## src/rtl/push_ingress_arbiter.sv

```systemverilog
// Round-robin ingress arbiter: per-port one-entry holding registers feeding a
// registered push toward the task generator. Optional macro: PIA_TREE_CHECK_EN.
module push_ingress_arbiter #(
  parameter int PORTS         = 4,
  parameter int PTW           = 16,
  parameter int TREE_NUM      = 4,
  parameter int TREE_NUM_BITS = $clog2(TREE_NUM),
  parameter int MTW           = TREE_NUM_BITS,
  parameter int DW            = MTW + PTW,
  parameter int PW            = $clog2(PORTS)
) (
  input  logic                       i_clk,
  input  logic                       i_arst_n,
  input  logic [PORTS-1:0]           i_in_valid,
  output logic [PORTS-1:0]           o_in_ready,
  input  logic [PORTS*TREE_NUM_BITS-1:0] i_in_tree_id,
  input  logic [PORTS*PTW-1:0]       i_in_priority,
  input  logic [PORTS*DW-1:0]        i_in_data,
  input  logic                       i_task_fifo_full,
  output logic                       o_push,
  output logic [TREE_NUM_BITS-1:0]   o_push_tree_id,
  output logic [PTW-1:0]             o_push_priority,
  output logic [DW-1:0]              o_push_data,
  output logic [PW-1:0]              o_grant_port
`ifdef PIA_TREE_CHECK_EN
  ,
  output logic [15:0]                o_drop_cnt
`endif
);

  logic                     r_hold_v    [PORTS];
  logic [TREE_NUM_BITS-1:0] r_hold_tree [PORTS];
  logic [PTW-1:0]           r_hold_prio [PORTS];
  logic [DW-1:0]            r_hold_data [PORTS];
  logic [PW-1:0]            r_rr;

  logic                     r_push;
  logic [TREE_NUM_BITS-1:0] r_push_tree;
  logic [PTW-1:0]           r_push_prio;
  logic [DW-1:0]            r_push_data;
  logic [PW-1:0]            r_grant_port;

  logic [PORTS-1:0] w_hold_v;
  logic [PORTS-1:0] w_elig;
  logic [PORTS-1:0] w_hi;
  logic [PORTS-1:0] w_hi_first;
  logic [PORTS-1:0] w_all_first;
  logic [PORTS-1:0] w_gnt;
  logic [PORTS-1:0] w_accept;
  logic [PORTS-1:0] w_load;
  logic             w_any;

  // OR-chains over the one-hot grant build the winner index and its fields
  logic [PW-1:0]            w_win_c  [PORTS+1];
  logic [TREE_NUM_BITS-1:0] w_tree_c [PORTS+1];
  logic [PTW-1:0]           w_prio_c [PORTS+1];
  logic [DW-1:0]            w_data_c [PORTS+1];

  assign w_win_c[0]  = '0;
  assign w_tree_c[0] = '0;
  assign w_prio_c[0] = '0;
  assign w_data_c[0] = '0;

  assign w_elig = w_hold_v & {PORTS{~i_task_fifo_full}};
  assign w_any  = |w_elig;
  // Ports at or above the pointer win first; otherwise wrap to the lowest eligible
  assign w_gnt  = (|w_hi) ? w_hi_first : w_all_first;

`ifdef PIA_TREE_CHECK_EN
  logic [PORTS-1:0] w_drop;
  logic [PW:0]      w_drop_c [PORTS+1];
  logic [16:0]      w_drop_sum;
  logic [15:0]      r_drop_cnt;

  assign w_drop_c[0] = '0;
  assign w_drop_sum  = {1'b0, r_drop_cnt} + 17'(w_drop_c[PORTS]);
  assign o_drop_cnt  = r_drop_cnt;

  always_ff @(posedge i_clk) begin
    if (!i_arst_n) begin
      r_drop_cnt <= '0;
    end else begin
      r_drop_cnt <= w_drop_sum[16] ? 16'hFFFF : w_drop_sum[15:0];
    end
  end
`endif

  genvar gi;
  generate
    for (gi = 0; gi < PORTS; gi++) begin : g_port
      assign w_hold_v[gi] = r_hold_v[gi];
      assign w_hi[gi]     = w_elig[gi] & (PW'(gi) >= r_rr);

      if (gi == 0) begin : g_first0
        assign w_hi_first[gi]  = w_hi[gi];
        assign w_all_first[gi] = w_elig[gi];
      end else begin : g_firstn
        assign w_hi_first[gi]  = w_hi[gi] & ~|w_hi[gi-1:0];
        assign w_all_first[gi] = w_elig[gi] & ~|w_elig[gi-1:0];
      end

      assign w_win_c[gi+1]  = w_win_c[gi]  | ({PW{w_gnt[gi]}} & PW'(gi));
      assign w_tree_c[gi+1] = w_tree_c[gi] | ({TREE_NUM_BITS{w_gnt[gi]}} & r_hold_tree[gi]);
      assign w_prio_c[gi+1] = w_prio_c[gi] | ({PTW{w_gnt[gi]}} & r_hold_prio[gi]);
      assign w_data_c[gi+1] = w_data_c[gi] | ({DW{w_gnt[gi]}} & r_hold_data[gi]);

      assign o_in_ready[gi] = ~r_hold_v[gi] | w_gnt[gi];
      assign w_accept[gi]   = i_in_valid[gi] & o_in_ready[gi];

`ifdef PIA_TREE_CHECK_EN
      assign w_drop[gi] = w_accept[gi] &
        ({1'b0, i_in_tree_id[gi*TREE_NUM_BITS +: TREE_NUM_BITS]} >= (TREE_NUM_BITS+1)'(TREE_NUM));
      assign w_load[gi] = w_accept[gi] & ~w_drop[gi];
      assign w_drop_c[gi+1] = w_drop_c[gi] + (PW+1)'(w_drop[gi]);
`else
      assign w_load[gi] = w_accept[gi];
`endif

      // A same-cycle refill wins over the clear from the grant
      always_ff @(posedge i_clk) begin
        if (!i_arst_n) begin
          r_hold_v[gi] <= 1'b0;
        end else if (w_load[gi]) begin
          r_hold_v[gi] <= 1'b1;
        end else if (w_gnt[gi]) begin
          r_hold_v[gi] <= 1'b0;
        end
      end

      always_ff @(posedge i_clk) begin
        if (w_load[gi]) begin
          r_hold_tree[gi] <= i_in_tree_id[gi*TREE_NUM_BITS +: TREE_NUM_BITS];
          r_hold_prio[gi] <= i_in_priority[gi*PTW +: PTW];
          r_hold_data[gi] <= i_in_data[gi*DW +: DW];
        end
      end
    end
  endgenerate

  always_ff @(posedge i_clk) begin
    if (!i_arst_n) begin
      r_rr         <= '0;
      r_push       <= 1'b0;
      r_push_tree  <= '0;
      r_push_prio  <= '0;
      r_push_data  <= '0;
      r_grant_port <= '0;
    end else begin
      r_push <= w_any;
      if (w_any) begin
        r_rr         <= (w_win_c[PORTS] == PW'(PORTS-1)) ? '0 : w_win_c[PORTS] + 1'b1;
        r_push_tree  <= w_tree_c[PORTS];
        r_push_prio  <= w_prio_c[PORTS];
        r_push_data  <= w_data_c[PORTS];
        r_grant_port <= w_win_c[PORTS];
      end
    end
  end

  assign o_push          = r_push;
  assign o_push_tree_id  = r_push_tree;
  assign o_push_priority = r_push_prio;
  assign o_push_data     = r_push_data;
  assign o_grant_port    = r_grant_port;

endmodule

```

## config.mk

```make
export PLATFORM = sky130hd
export DESIGN_NAME = push_ingress_arbiter
export DESIGN_NICKNAME = d
export VERILOG_FILES = /design/src/rtl/push_ingress_arbiter.sv
export SDC_FILE = /design/constraint.sdc
export NUM_CORES = 1
export LEC_CHECK = 0
export ABC_AREA = 0
export ABC_CLOCK_PERIOD_IN_PS = 7900
export CAP_MARGIN = 20
export CELL_PAD_IN_SITES_DETAIL_PLACEMENT = 0
export CELL_PAD_IN_SITES_GLOBAL_PLACEMENT = 1
export CORE_MARGIN = 10
export CORE_UTILIZATION = 35
export CTS_BUF_LIST = sky130_fd_sc_hd__clkbuf_2
export CTS_CLUSTER_SIZE = 25
export DETAILED_ROUTE_END_ITERATION = 7
export DONT_BUFFER_PORTS = 1
export PLACE_DENSITY_LB_ADDON = 0.05
export SLEW_MARGIN = 20
export SYNTH_ARGS = -nofsm -noshare
export SYNTH_HDL_FRONTEND = slang
export SYNTH_SLANG_ARGS = --single-unit
```

## constraint.sdc

```tcl
create_clock -name i_clk -period 7.9 [get_ports i_clk]
set_input_delay 1.58 -clock i_clk [delete_from_list [all_inputs] [get_ports i_clk]]
set_output_delay 1.58 -clock i_clk [all_outputs]
set_load 0.01 [all_outputs]
```

# ---- Yosys cells after proc, flatten, opt, wreduce, memory -nomap -nowiden
# Memory sizes are Yosys's and may differ from the RTL's.
# Index checks and enable logic that the tools add are counted.
dict set report classes {
  add_sub_neg 1
  magnitude_cmp 4
  n_eq_ne 1
  n_mux 43
  bitwise 55
  reduce_logical 12
}
# op n
set op_table {}
lappend op_table {{bitwise AND 18 bit} 4}
lappend op_table {{bitwise AND 16 bit} 4}
lappend op_table {{OR 18 bit} 3}
lappend op_table {{OR 16 bit} 3}
lappend op_table {{2-to-1 mux 1 bit} 41}
lappend op_table {{bitwise AND 1 bit} 14}
lappend op_table {{OR 1 bit} 12}
lappend op_table {{bitwise AND 2 bit} 4}
lappend op_table {{OR 2 bit} 4}
lappend op_table {{OR reduction 4 bit} 2}
lappend op_table {{logical NOT 1 bit} 6}
lappend op_table {{OR reduction 3 bit} 2}
lappend op_table {{inverter 1 bit} 5}
lappend op_table {{bitwise AND 4 bit} 1}
lappend op_table {{greater-or-equal comparator 1 x 2 -> 1 bit (first input constant)} 2}
lappend op_table {{greater-or-equal comparator 2 bit (first input constant)} 2}
lappend op_table {{2-to-1 mux 4 bit} 1}
lappend op_table {{OR reduction 2 bit} 2}
lappend op_table {{adder 2 x 1 -> 2 bit (second input constant)} 1}
lappend op_table {{equality test 2 bit (second input constant)} 1}
lappend op_table {{2-to-1 mux 2 bit} 1}
lappend op_table {{OR 1 x 2 -> 2 bit} 1}
dict set report word_totals {
  regBits 41
  ramBits 148
  input_bits 151
  out_inout_bits 43
  word_cells 126
  mem_count 4
}
# name words width rd rd_clocked_by_memory_dff write_ports line
set mem_list {}
lappend mem_list {r_hold_data 4 18 4 0 4 34} ;# logic [DW-1:0] r_hold_data [PORTS];
lappend mem_list {r_hold_prio 4 16 4 0 4 33} ;# logic [PTW-1:0] r_hold_prio [PORTS];
lappend mem_list {r_hold_tree 4 2 4 0 4 32} ;# logic [TREE_NUM_BITS-1:0] r_hold_tree [PORTS];
lappend mem_list {r_hold_v 4 1 4 0 4 31} ;# logic r_hold_v [PORTS];

# ---- Longest topological paths before layout
# Gate-level depths: netlist of run 1.
dict set report logic_depth {
  word_depth 14
  mapped_depth 8
  depth_no_buf 5
}

# ---- Worst setup path before layout of run 1
# Ideal clock, no wire load.
dict set report synth_timing {
  path_type {input port to flip-flop}
  start {in i_task_fifo_full}
  end {mem r_hold_data[2][0] (netlist name), enable pin}
  setup_time_ps 441
  arrival_ps 3601
  t_required_ps 7459
  setup_slack_ps 3858
  path_stages 3
  n_path_buf 0
  path_cell_list {a21oi_1 nand2_1 a21oi_1}
}
# element line
set synth_rtl {}
lappend synth_rtl {{from (decl)} 19} ;# input logic i_task_fifo_full,
lappend synth_rtl {{to (decl)} 34}

# ---- Worst setup path in the final report of run 1
dict set report layout_timing {
  start {in i_task_fifo_full}
  end {out o_in_ready[0]}
}
dict set report layout_between {
  elab_chain_len 6
  word_cells_on_any_way 9
  cone_classes {1 x mux; 7 x bitwise; 1 x reduce/logical}
}
# element line
set layout_lines {}
lappend layout_lines {{inverter 1 bit (*)} 64} ;# assign w_elig = w_hold_v & {PORTS{~i_task_fifo_full}};
lappend layout_lines {{bitwise AND 4 bit (*)} 64}
lappend layout_lines {{bitwise AND 1 bit} 92} ;# assign w_hi[gi] = w_elig[gi] & (PW'(gi) >= r_rr);
lappend layout_lines {{OR reduction 4 bit} 67} ;# assign w_gnt = (|w_hi) ? w_hi_first : w_all_first;
lappend layout_lines {{2-to-1 mux 4 bit (*)} 67}
lappend layout_lines {{OR 1 bit (*)} 107} ;# assign o_in_ready[gi] = ~r_hold_v[gi] | w_gnt[gi];
lappend layout_lines {{to (decl)} 15} ;# output logic [PORTS-1:0] o_in_ready,
# Mark *: on every way between the ends. The rest lies on a longest branch, timed or not.

==> results_dict.tcl, run 1 <==
set metrics [dict create \
    antenna_left 0 \
    start_kind "primary input" \
    min_from "r_hold_data[2][4]" \
    reg2reg_to "r_hold_prio[0][10]" \
    synthFlopType "edfxtp_1" \
    multi_input_area_um2 1883 \
    cts_hold_buf 0 \
    yosysTopAreaCell "edfxtp_1" \
    clock_latency_ps 740 \
    maxSlewViolCount 0 \
    powerDensity_nw_per_um2 250.8 \
    drt_wl_total_um 21300 \
    clockBufferDepth 2 \
    required_ps 6320 \
    reg2reg_depth 4 \
    cts_tree "yes" \
    area_growth_pct 6.682 \
    ys_top_cells_by_area "edfxtp_1 (59%), dfxtp_1 (11%), o211a_1 (4.9%), a41oi_2 (4.3%), nand3_1 (2.7%)" \
    ys_ff_latch 189 \
    setup.worst_path.end "o_in_ready[0]" \
    grt_pass1_wl_um 30950 \
    maxCapViolCount 0 \
    root_buffer "clkbuf_2" \
    grt_max_degree 49 \
    setup_slack_ps 3539 \
    netlist.area_leader.share_pct 58.79 \
    rows 53 \
    critPathMaxFanout 38 \
    cts_max_level 4 \
    synth_seq_area_share_pct 69.99 \
    vias 4391 \
    cpMaxStageDelayCell "o2111a_2" \
    hold_ws_ps 528.8 \
    r2r_setup_slack_ps 4800 \
    drt_iter0_drc 404 \
    port_buffers 0 \
    status "finished, final reports clean" \
    crit_path_end_kind "output port" \
    start_util_pct 35.61 \
    synthArstFlopShare_pct 0 \
    nFillCells 1997 \
    min_path_type "reg2reg" \
    gr-total-overflow 0 \
    r2r_start "r_hold_v[1]" \
    die_h_um 166.5 \
    routed_via_density 5.355 \
    period_minus_slack_ps 4361 \
    grt_setup_unrepaired "no" \
    cts_resized 0 \
    regArea_um2 5255 \
    dp_hpwl_um 13010 \
    finClkSkew_ps 32.88 \
    io_pins 194 \
    wl_per_cell_um 25.98 \
    core-area_um2 21090 \
    dp_cells 778 \
    final_cells 820 \
    max_stage_delay_ps 790 \
    critPathKind "in2out" \
    syn_inst 540 \
    slew_headroom_pct 30.50 \
    globalplace.congestion 0.7304 \
    drt_first_pass_iters 7 \
    clk_pin_slew_ps 290 \
    final_cell_mix "edfxtp_1 (147), nand2_1 (46), dfxtp_1 (42)" \
    tns_ps 0 \
    startpoint "i_task_fifo_full" \
    fin_total_pwr_uw 2009 \
    antenna_found_initial 11 \
    worstMarginPinSlew_ps 1043 \
    grtUsageTotal_pct 14.78 \
    synth_area_um2 7508 \
    final_common_cell "edfxtp_1" \
    timing.final.hold_violations 0 \
    cts_buffers 17 \
    path_cells "inv_1 > o2111a_2 > nand2b_1" \
    syn-num-nets 691 \
    p_leak_uw 0.002833 \
    final-setup-viol-count 0 \
    ys_types 32 \
    yosysWarningCount 0 \
    pre_cts_slack_ps 3494 \
    avgSynthCellArea_um2 13.90 \
    post_cts_buffers 0 \
    die_w_um 166.5 \
    grt_pass1_vias 4485 \
    period_share_pct 55.20 \
    fmax_mhz 229.3 \
    clock_sinks 189 \
    die-area_um2 27710 \
    drive_gt1_share_pct 13.62 \
    synth_edf_count 147 \
    layout.nets 674 \
    post-route-drc-count 0 \
    vdd_drop_max_mv 0.1048 \
    crit_arrival_ps 2780 \
]
==> metrics by stage <==
| stage | util [%] | instance area (um2) |
|---|---|---|
| 2_1_floorplan | - | 7508 |
| 3_3_place_gp | 36.35 | 7666 |
| 3_5_place_dp | 36.37 | 7669 |
| 4_1_cts | 37.74 | 7959 |
| 5_1_grt | 37.93 | 7998 |
| 6_report | 37.99 | 8010 |
==> report_power, final <==
group	internal [uW]	switching, uW	total (uW)
registers	1170	49.2	1220
logic	71.2	164	235
clock network	193	366	559
total	1430	579	2010
==> cell usage after synthesis (2+ instances only) <==
cell type,count
clkbuf_1,13
nand2b_1,7
and3_1,4
nand2_1,46
or2_1,2
buf_2,13
nor2_1,2
a41oi_1,16
nor2b_1,4
buf_4,8
nand3_1,41
inv_1,38
buf_6,8
and2_1,4
o211a_1,37
o21ai_0,37
o21a_1,2
a41oi_2,20
edfxtp_1,147
a21oi_1,38
dfxtp_1,42
==> cells by family after synthesis <==
family	count (synthesis)	share of synthesized area, %
DFF	189	69.99
and+or+nand+nor	113	7.315
buffers and inverters	81	5.516
AOI/OAI and AO/OA	157	17.18
==> layout make-up <==
class / instances / share of cell area, %
flip-flops and latches: 189 / 65.60
clock buffers: 18 / 1.125
clock inverters: 14 / 2.499
diodes: 9 / 0.2812
inverters: 38 / 1.781
multi-input cells: 270 / 23.51
repair buffers: 7 / 0.9060
well taps: 275 / 4.296
==> per-layer routing <==
metal | GRT usage [%] | share of wire, % | routed length, um | vias to the layer above
met5 | 0 | 0.16 | 34 | -
met4 | 2.749 | 0.73 | 155 | 6
met3 | 7.249 | 9.4 | 1995 | 14
met2 | 24.38 | 49 | 10430 | 163
met1 | 17.17 | 41 | 8686 | 2198
li1 | - | - | - | 2010
==> worst min-delay path by stage <==
stage,cells past startpoint,end
3_3_place_gp,2,o_push_priority[15]
4_1_cts,2,o_push_data[4]
5_1_grt,2,o_push_data[4]
2_1_floorplan,2,o_push_data[0]
6_report,2,o_push_data[4]
3_5_place_dp,2,o_push_priority[1]
==> worst max-delay path, delay by kind of cell <==
| kind | cells | cell delay [ps] |
|---|---|---|
| compound gates | 1 | 790 |
| buf+inv | 1 | 70 |
| simple gates | 1 | 310 |
==> sequential cells by signal, indices dropped and copies added, names as in the netlist, 2 cells and up <==
name / flops
o_grant_port: 2
o_push_data: 18
o_push_priority: 16
o_push_tree_id: 2
r_hold_data: 72
r_hold_prio: 64
r_hold_tree: 8
r_hold_v: 4
r_rr: 2
Note: power is estimated with default switching activity, not from simulation.
==> run 2, diff against run 1 <==
- ABC_CLOCK_PERIOD_IN_PS: 7900 -> 3600
- clock period: 7.9 -> 3.6 ns (I/O delays scaled with it)
==> results_dict.tcl, run 2 (same netlist as run 1, synthesis figures left out) <==
set metrics [dict create \
    regMostFlops "r_hold_data" \
    drt_first_pass_iters 5 \
    grt_setup_unrepaired "no" \
    crit_arrival_ps 2180 \
    port_buffers 0 \
    die_h_um 166.5 \
    required_ps 2880 \
    worstMarginPinSlew_ps 947.4 \
    die-area_um2 27710 \
    r2r_start "r_hold_v[0]" \
    antenna_found_initial 1 \
    status "finished, final reports clean" \
    grt_max_degree 40 \
    postPlaceCellArea_um2 7774 \
    vdd_drop_max_mv 0.2323 \
    min_path_type "in2reg" \
    post-route-drc-count 0 \
    dp_hpwl_um 14090 \
    crit_path_end_kind "output port" \
    startpoint "r_hold_v[0]" \
    maxCapViolCount 0 \
    cts_max_level 4 \
    critPathMaxFanout 20 \
    grt_pass1_vias 5283 \
    clockBufferDepth 2 \
    timing.final.hold_violations 0 \
    reg2reg_depth 7 \
    routed_via_density 5.071 \
    grt_pass1_wl_um 32970 \
    drt_iter0_drc 356 \
    largest_reg_flops 72 \
    min_from "i_arst_n" \
    cp_common_cell "nand2_1" \
    cpMaxStageDelayCell "edfxtp_1" \
    layout.nets 831 \
    start_util_pct 35.61 \
    rows 53 \
    wl_per_cell_um 23.23 \
    period_minus_slack_ps 2900 \
    final_cell_mix "dlygate4sd3_1 (147), edfxtp_1 (147), nand2_1 (46)" \
    root_buffer "clkbuf_2" \
    cts_tree "yes" \
    finClkSkew_ps 33.07 \
    min_to "o_push_priority[8]" \
    cts_buffers 17 \
    drt_wl_total_um 22510 \
    max_stage_delay_ps 440 \
    fin_area_um2 9464 \
    powerDensity_nw_per_um2 458.8 \
    grtUsageTotal_pct 15.57 \
    p_leak_uw 0.003454 \
    start_kind "flip-flop" \
    core-area_um2 21090 \
    r2r_setup_slack_ps 1050 \
    die_w_um 166.5 \
    fmax_mhz 344.9 \
    drive_gt1_share_pct 11.98 \
    hold_ws_ps 75.08 \
    period_share_pct 80.55 \
    clk_pin_slew_ps 300 \
    slew_headroom_pct 36.84 \
    post_cts_buffers 0 \
    vias 4914 \
    clock_latency_ps 730 \
    whs_path_depth 2 \
    antenna_left 0 \
    final-setup-viol-count 0 \
    gr-total-overflow 0 \
    path_cells "buf_4 > nor2b_1 > o221ai_1 > nand2_1 > nand2_1" \
    tns_ps 0 \
    globalplace.congestion 0.7163 \
    area_growth_pct 26.05 \
    io_pins 194 \
    reg2reg_to "r_hold_data[3][4]" \
    clock_sinks 189 \
    maxSlewViolCount 0 \
    critPathKind "reg2out" \
]
run 2: final cells by class:
cell class                 instances  area (um2)
tap                              275       344.1
multi-input combinational        270        1879
clock inverter                    14       126.4
fill                            1932       11620
inverter                          38       142.6
timing repair buffer             164        1624
clock buffer                      18       90.09
antenna                            1       2.502
sequential                       189        5255
run 2: power breakdown:
group	switching [uW]	internal, uW	total [uW]
registers	103	2560	2660
logic	405	276	680
clock network	791	213	1000
total	1300	3040	4340
run 2: how the worst max path moves through the flow:
stage / to / cells after the start
final: o_in_ready[2] / 5
after global placement: r_hold_data[3][10] / 7
after floorplan: r_hold_data[2][0] / 3
after detailed placement: r_hold_data[3][5] / 7
after CTS: o_in_ready[3] / 5
after global routing: o_in_ready[2] / 5
run 2: through the flow:
step / util, % / std cells / setup slack, ps / power, uW
floorplan: - / 540 / 418.2 / 3085
global placement: 36.86 / 789 / 1004 / 3242
detailed placement: 36.86 / 789 / 991.8 / 3254
CTS: 44.82 / 967 / 592.4 / 4416
global route: 44.88 / 969 / 421.6 / 4579
finish: 44.88 / 969 / 700.2 / 4342
run 2: what timing repair did:
item                                   in CTS  in global routing
endpoints found under the hold margin     158                 11
resized for setup                           0                  0
hold buffers                              146                  1
run 2: layer usage:
metal	global-route usage (%)	routed length [um]	vias up
met5	0	0	-
met4	3.895	110	0
met3	5.272	1503	4
met2	25.33	11210	160
met1	19.47	9689	2434
li1	-	-	2316
run 2: critical path, delay by kind of cell, from the launching register on:
| kind | cells | cell delay, ps |
|---|---|---|
| flops | 1 | 440 |
| compound gates | 1 | 200 |
| simple gates | 3 | 580 |
| buf+inv | 1 | 250 |
==> run 3, diff against run 2 <==
- ABC_AREA: 0 -> 1
- ABC_CLOCK_PERIOD_IN_PS: 3600 -> 2460
- clock period: 3.6 -> 2.46 ns (I/O delays scaled with it)
==> results_dict.tcl, run 3 <==
set metrics [dict create \
    whs_path_depth 5 \
    synth_area_um2 7637 \
    synth_edf_count 147 \
    maxCapViolCount 0 \
    post-route-drc-count 0 \
    layout.nets 1019 \
    dp_hpwl_um 15300 \
    gr-total-overflow 0 \
    grt_pass1_wl_um 34790 \
    final_cell_mix "dlygate4sd3_1 (150), edfxtp_1 (147), nand2_1 (121)" \
    clockBufferDepth 2 \
    drt_wl_total_um 23310 \
    drive_gt1_share_pct 11.92 \
    cts_max_level 4 \
    grt_setup_unrepaired "yes" \
    grt_pass1_vias 5615 \
    cts_tree "yes" \
    critPathMaxFanout 4 \
    cts_buffers 17 \
    reg2reg_depth 12 \
    maxSlewViolCount 0 \
    final_common_cell "dlygate4sd3_1" \
    vias 5595 \
    tns_ps -302.1 \
    avgSynthCellArea_um2 10.82 \
    slew_headroom_pct 67.67 \
    wl_met2_um 10390 \
    setup_slack_ps -92.57 \
    die_w_um 167.7 \
    drt_first_pass_iters 5 \
    synthMostInstantiatedCell "edfxtp_1" \
    highest_layer "met4" \
    pre_cts_slack_ps 439.6 \
    nFillCells 1967 \
    timing.final.hold_violations 0 \
    grtUsageTotal_pct 16.00 \
    vdd_drop_max_mv 0.4536 \
    powerDensity_nw_per_um2 767.9 \
    clock_latency_ps 730 \
    netlist.area_leader.share_pct 57.80 \
    crit_path_end_kind "output port" \
    synthFlopType "edfxtp_1" \
    critPathKind "reg2out" \
    start_kind "flip-flop" \
    period_minus_slack_ps 2553 \
    clock_sinks 189 \
    required_ps 1970 \
    yosysTopAreaCell "edfxtp_1" \
    grt_max_degree 73 \
    syn-num-nets 857 \
    ys_ff_latch 189 \
    ys_top_cells_by_area "edfxtp_1 (58%), dfxtp_1 (11%), nand3_1 (7.6%), nand2_1 (6.5%), nor2_1 (4.1%)" \
    globalplace.congestion 0.8680 \
    worstMarginPinSlew_ps 485.0 \
    yosysWarningCount 0 \
    wirelength_met1_um 11220 \
    final-setup-viol-count 4 \
    antenna_found_initial 2 \
    core-area_um2 21220 \
    area_growth_pct 30.08 \
    fin_total_pwr_uw 7629 \
    regMostFlops "r_hold_data" \
    synthArstFlopShare_pct 0 \
    crit_arrival_ps 2060 \
    synth_seq_area_share_pct 68.81 \
    root_buffer "clkbuf_2" \
    antenna_left 0 \
    syn_inst 706 \
    start_util_pct 35.99 \
    min_path_type "in2reg" \
    wl_met3_um 1421 \
    rows 53 \
    die_h_um 167.7 \
    finClkSkew_ps 49.46 \
    p_leak_uw 0.003946 \
    wl_per_cell_um 20.13 \
    routed_via_density 4.832 \
    drt_iter0_drc 391 \
    synth_commonest_cells "edfxtp_1 (147), nand2_1 (133), nand3_1 (116)" \
    port_buffers 0 \
    period_share_pct 103.8 \
    io_pins 194 \
    largest_reg_flops 72 \
    status "complete, but fails checks" \
    clk_pin_slew_ps 290 \
    ys_types 20 \
    violations "negative setup slack" \
    die-area_um2 28130 \
    fmax_mhz 391.8 \
]
[run 3: layout make-up]
type	count	area, um2	share of cell area (%)
Antenna cell	2	5.005	0.05038
Clock inverter	13	180.2	1.814
Inverter	54	202.7	2.040
Tap cell	275	344.1	3.463
Sequential cell	189	5261	52.96
Clock buffer	19	95.09	0.9572
Timing Repair Buffer	185	1851	18.63
Multi-Input combinational cell	421	1996	20.09
[run 3: per-stage QoR]
step	util, %	cell area, um2	hold slack [ps]	cells
after global placement	37.31	7916	507.3	956
final	46.82	9935	210.5	1158
after CTS	46.29	9823	113.7	1148
after detailed placement	37.31	7916	517.1	956
after floorplan	-	7649	469.7	706
after global routing	46.82	9935	135.3	1158
[run 3: logic make-up after synthesis]
kind of cell           Yosys count  synth area share, %
AO/OA/AOI/OAI                   41                2.720
buffers and inverters           96                6.275
flip-flops                     189                68.81
AND/OR/NAND/NOR                380                22.20
[run 3: timing repair]
item / in CTS / in global routing
hold buffers: 151 / 0
pin swaps: 7 / 5
cloned: 0 / 0
setup endpoints to repair: 4 / 4
resized for setup: 16 / 14
setup buffers: 9 / 8
hold endpoints to repair: 192 / 0
[run 3: worst paths after layout]
path	startpoint	to	slack, ps
worst min register to register	r_rr[0]	r_rr[0]	510
worst max register to register	r_hold_v[0]	o_push_tree_id[1]	230
worst max-delay path	r_hold_v[0]	o_in_ready[1]	-90
worst min-delay path	i_task_fifo_full	r_rr[0]	210
[run 3: critical path, stage by stage, from the launching register on]
cell,delay (ps)
edfxtp_1,530
inv_2,60
nor2_2,90
nand2_2,90
nand2_2,100
inv_1,50
nand2_2,70
nand2_2,70
nand2_2,80
nand2_2,60
buf_6,120
[run 3: report_power, final]
| part | leakage (uW) | switching, uW | internal, uW |
|---|---|---|---|
| Sequential | 0.00176 | 244 | 3860 |
| Clock | 0.000153 | 1130 | 602 |
| Combinational | 0.00203 | 1130 | 661 |
| Total | 0.00395 | 2510 | 5120 |
[run 3: routing by layer]
layer  global-route usage, %  vias up
li1                        -     2753
met1                   22.49     2645
met2                   23.89      179
met3                   4.611       18
met4                   3.407        0
met5                       0        -
